$ cat config.mk
export PLATFORM = sky130hd
export DESIGN_NAME = gf180mcu_fd_sc_mcu9t5v0__dscr7
export DESIGN_NICKNAME = d
export VERILOG_FILES = /design/src/rtl/gf180mcu_fd_sc_mcu9t5v0__dscr7.sv
export SDC_FILE = /design/constraint.sdc
export NUM_CORES = 1
export LEC_CHECK = 0
export CAP_MARGIN = 20
export CORE_AREA = 10 10 47 49
export CTS_BUF_LIST = sky130_fd_sc_hd__clkbuf_8
export DETAILED_ROUTE_END_ITERATION = 10
export DIE_AREA = 0 0 57 59
export GPL_ROUTABILITY_DRIVEN = 0
export PLACE_DENSITY = 0.67
export SYNTH_ARGS = -nofsm -noshare
export SYNTH_HDL_FRONTEND = slang
export SYNTH_SLANG_ARGS = --single-unit
$ cat constraint.sdc
create_clock -name CLK -period 1.3 [get_ports CLK]
set_clock_uncertainty 0.05 [all_clocks]
set_input_delay 0.26 -clock CLK [delete_from_list [all_inputs] [get_ports CLK]]
set_output_delay 0.26 -clock CLK [all_outputs]
set_load 0.02 [all_outputs]
$ cat src/rtl/gf180mcu_fd_sc_mcu9t5v0__dscr7.sv
// ---------------------------------------------------------------------------
// gf180mcu_fd_sc_mcu9t5v0__dscr7
//
// Self-synchronizing serial descrambler for the polynomial x^7 + x^6 + 1.
// This is the receive side of the matching serial scrambler. The block keeps
// a history of the last seven scrambled bits. Each output bit is
//     q_n = d_n ^ d_(n-6) ^ d_(n-7)
// so the history fills with the line data itself, and the block locks on by
// itself after seven bits.
//
// Parameters
//   LOCK_CNT   accepted bits after reset/CLR before LOCK asserts (7..15)
//
// Ports
//   CLK        rising-edge clock
//   RN         asynchronous active-low reset
//   CLR        synchronous clear; has priority over VALID_IN, and the bit
//              presented with it is dropped
//   D          scrambled serial input bit
//   VALID_IN   D is valid this cycle (no back-pressure, full rate)
//   Q          descrambled bit, registered, one cycle after VALID_IN
//   VALID_OUT  Q valid, registered
//   LOCK       history holds at least LOCK_CNT real bits, registered
// ---------------------------------------------------------------------------
module gf180mcu_fd_sc_mcu9t5v0__dscr7 #(
    parameter int LOCK_CNT = 7
) (
    input  logic CLK,
    input  logic RN,
    input  logic CLR,
    input  logic D,
    input  logic VALID_IN,
    output logic Q,
    output logic VALID_OUT,
    output logic LOCK
);

    // The counter is 4 bits wide, which limits LOCK_CNT to 15. The counter
    // saturates at LOCK_CNT, so it never wraps.
    localparam logic [3:0] LOCK_CNT_C = 4'(LOCK_CNT);

    // Descrambler tap equation. hist[0] is the newest bit and hist[6] the
    // oldest, so taps 6 and 7 back are hist[5] and hist[6].
    function automatic logic descramble_bit(input logic d, input logic [6:0] hist);
        return d ^ hist[5] ^ hist[6];
    endfunction

    logic [6:0] s_r;
    logic [6:0] s_nxt_s;
    logic [3:0] cnt_r;
    logic [3:0] cnt_nxt_s;
    logic       q_r;
    logic       q_nxt_s;
    logic       valid_out_r;
    logic       valid_out_nxt_s;
    logic       lock_r;
    logic       lock_nxt_s;

    // Next-state logic: clear, accept one bit, or hold.
    always_comb begin
        s_nxt_s         = s_r;
        cnt_nxt_s       = cnt_r;
        q_nxt_s         = q_r;
        valid_out_nxt_s = 1'b0;
        if (CLR) begin
            s_nxt_s   = 7'd0;
            cnt_nxt_s = 4'd0;
            q_nxt_s   = 1'b0;
        end else if (VALID_IN) begin
            // The history shifts in the scrambled bit D, not the output Q.
            s_nxt_s         = {s_r[5:0], D};
            q_nxt_s         = descramble_bit(D, s_r);
            valid_out_nxt_s = 1'b1;
            if (cnt_r < LOCK_CNT_C) begin
                cnt_nxt_s = cnt_r + 4'd1;
            end else begin
                cnt_nxt_s = cnt_r;
            end
        end else begin
            s_nxt_s   = s_r;
            cnt_nxt_s = cnt_r;
            q_nxt_s   = q_r;
        end
        // LOCK follows the next counter value. It rises on the edge that
        // accepts bit LOCK_CNT, together with that bit's VALID_OUT. It holds
        // through idle cycles because the counter saturates and holds.
        lock_nxt_s = (cnt_nxt_s == LOCK_CNT_C);
    end

    // State and output registers with asynchronous reset.
    always_ff @(posedge CLK or negedge RN) begin
        if (!RN) begin
            s_r         <= 7'd0;
            cnt_r       <= 4'd0;
            q_r         <= 1'b0;
            valid_out_r <= 1'b0;
            lock_r      <= 1'b0;
        end else begin
            s_r         <= s_nxt_s;
            cnt_r       <= cnt_nxt_s;
            q_r         <= q_nxt_s;
            valid_out_r <= valid_out_nxt_s;
            lock_r      <= lock_nxt_s;
        end
    end

    assign Q         = q_r;
    assign VALID_OUT = valid_out_r;
    assign LOCK      = lock_r;

endmodule

==> impl_metrics.env <==
export IMPL_cpMaxStageDelayCell="dfrtp_1"
export IMPL_cts_path_max_buffers=2
export IMPL_status="finished with violations"
export IMPL_via_per_inst=4.81
export IMPL_fill_cells=129
export IMPL_reg2reg_slack_ns=-0.03
export IMPL_synth_top_cell_area_share_pct=57.5
export IMPL_clkLatencyLatePin_ns=0.25
export IMPL_placed_area_um2=761
export IMPL_syn_area_per_cell_um2=11.7
export IMPL_nets=77
export IMPL_r2r_end="LOCK"
export IMPL_route_vias_total=414
export IMPL_synth_cell_types=16
export IMPL_hold_buffers=0
export IMPL_finalCriticalPeriod_ns=1.33
export IMPL_ir_drop_v=0.000624
export IMPL_rsz0062_at_grt="true"
export IMPL_drt_pass1_iterations=4
export IMPL_post_dp_hpwl_um=818
export IMPL_synth_seq_cells=14
export IMPL_grt_pass1_wl_um=1930
export IMPL_setup_viol=1
export IMPL_cp_end_kind="flop"
export IMPL_io_pins=8
export IMPL_synth_area_um2=609
export IMPL_cp_arrival_ns=1.42
export IMPL_crit_fanout=3
export IMPL_crit_chain="ha_2 > nand2_1 > nand3b_1 > xor2_1 > and4bb_1"
export IMPL_drt_iter0_markers=1
export IMPL_yosysSeqAreaShare_pct=57.5
export IMPL_syn_to_final_growth_pct=33.7
export IMPL_comb_power_share_pct=11.1
export IMPL_ys_warn_count=0
export IMPL_final_layout_size_suffix_gt1_share_pct=24.3
export IMPL_antenna_left=0
export IMPL_reg2reg_from="cnt_r[0]"
export IMPL_synth_area_leaders="dfrtp_1 (57%), mux2i_1 (13%), nor2_1 (6.2%)"
export IMPL_pwr_share_seq_pct=46.1
export IMPL_diodes=0
export IMPL_grt_use_met2_pct=11.6
export IMPL_htreeDepth=1
export IMPL_clk_pin_slew_ns=0.06
export IMPL_finalCritPeriodShare_pct=103
export IMPL_whs_ns=0.261
export IMPL_min_delay_path_class="in2async"
export IMPL_pre_cts_ws_ns=-0.232
export IMPL_cellPowerDensity_mw_per_mm2=1210
export IMPL_busiest_layer="met2"
export IMPL_wire_per_inst_um=12.6
export IMPL_met3_usage_pct=3.86
export IMPL_clock_sinks=14
export IMPL_gr_total_overflow=0
export IMPL_tightest_slew_ns=0.185
export IMPL_root_buffer="clkbuf_8"
export IMPL_crit_type="reg2reg"
export IMPL_required_ns=1.39
export IMPL_final_max_slew_viol_count=0
export IMPL_p_int_mw=0.777
export IMPL_die_area_mm2=0.00336
export IMPL_fp_dieH_um=59
export IMPL_grt_max_degree=15
export IMPL_cts_tree="done"
export IMPL_max_stage_delay_ns=0.38
export IMPL_syn_inst=52
export IMPL_critPathLaunchType="flop"
export IMPL_violations="setup timing"
export IMPL_port_buffers=7
export IMPL_ff2ff_path_depth=5
export IMPL_maxCapViolCount=0
export IMPL_setup_slack_ns=-0.0341
export IMPL_p_switching_mw=0.213
export IMPL_stdcell_area_um2=815
export IMPL_yosys_area_top_type="dfrtp_1"
export IMPL_synthesis_nets=58
export IMPL_cts_buffers=3
export IMPL_grt_met1_usage_pct=7.39
export IMPL_clock_power_share_pct=42.8
export IMPL_layout_commonest_cell="dfrtp_1"
export IMPL_rows=14
export IMPL_swShare_pct=21.5
export IMPL_hold_viol=0
export IMPL_maxSlewHeadroom_pct=87.3
export IMPL_max_freq_mhz=750
export IMPL_fin_total_pwr_mw=0.989
export IMPL_cellLeakagePower_nw=0.418
export IMPL_final_cell_mix="dfrtp_1 (14), nor2_1 (9), buf_4 (9), mux2i_1 (8)"
export IMPL_drc=0
export IMPL_die_x_um=57
export IMPL_post_route_util_pct=58.1
export IMPL_antenna_found_initial=0
export IMPL_first_global_vias=482
export IMPL_core_area_mm2=0.00140
export IMPL_track_usage_pct=7.36
export IMPL_start_util_pct=43.5
export IMPL_drt_total_wl_um=1080
[worst max-delay path by stage]
stage               cells past startpoint      from  slack [ns]    to
floorplan                               5  cnt_r[0]       0.005  LOCK
global placement                        4  VALID_IN       -0.19  LOCK
detailed placement                      4  VALID_IN       -0.23  LOCK
CTS                                     5  cnt_r[0]       -0.05  LOCK
global route                            5  cnt_r[0]       -0.14  LOCK
finish                                  5  cnt_r[0]       -0.03  LOCK
[state kept, by name, indices dropped and copies added, names as in the netlist]
signal,count
cnt_r,4
s_r,7
Q,1
VALID_OUT,1
LOCK,1
[cells in the mapped netlist]
library cell and number:
and4b_1 1, clkbuf_1 1, nand2_1 4, buf_2 1, inv_1 2, nand3b_1 2
and4bb_1 1, a21oi_2 2, nor2_1 10, dfrtp_1 14, xnor2_1 2, xor2_1 1
ha_1 1, mux2i_1 8, a22o_1 1, and2b_1 1
[per-layer routing]
| layer | share of wire (%) | vias up |
|---|---|---|
| met2 | 46 | 10 |
| li1 | - | 208 |
| met4 | 3.2 | 0 |
| met5 | 0 | - |
| met1 | 43 | 191 |
| met3 | 7.6 | 5 |
[cell type report]
type | instances | area, um^2 | area share (%)
clock buffers | 4 | 55.1 | 6.76
repair buffers | 16 | 134 | 16.4
multi-input cells | 34 | 248 | 30.4
well taps | 16 | 20.0 | 2.46
flip-flops and latches | 14 | 350 | 43.0
inverters | 2 | 7.51 | 0.922
[metrics by stage]
stage | setup TNS (ns) | cells
after detailed placement | -1.31 | 82
after floorplan | 0 | 52
after global routing | -0.232 | 86
after CTS | -0.0461 | 86
final | -0.0341 | 86
after global placement | -1.19 | 82
[power groups by stage]
stage	Sequential [mW]	Clock [mW]	Combinational [mW]
floorplan	0.469	0	0.0421
global placement	0.464	0	0.112
detailed placement	0.464	0	0.112
CTS	0.456	0.434	0.111
global route	0.458	0.459	0.121
finish	0.456	0.423	0.110
[cell families (layout without fill, tap and decap cells)]
kind of cell             count (synthesis)  count (layout)  synth area share (%)
XOR/XNOR                                 3               3                  4.31
AND/OR/NAND/NOR                         19              19                  16.0
AO/OA/AOI/OAI                            3               3                  4.31
adder cells (fa/ha/maj)                  1               1                  2.05
buffers and inverters                    4              22                  2.67
flip-flops                              14              14                  57.5
multiplexers                             8               8                  13.1
[critical path, delay by kind of cell, from the launching register on]
kind	cells	cell delay, ns
DFF	1	0.38
xor gates and xnor gates	1	0.21
and+or+nand+nor	3	0.39
adders and majority gates	1	0.20
[what timing repair did]
item / CTS / global route
buffers inserted: 0 / 0
endpoints found under the setup margin: 5 / 3
pin swaps: 5 / 0
gates resized for setup: 3 / 1
No activity file was read; power rests on OpenSTA's default activity.
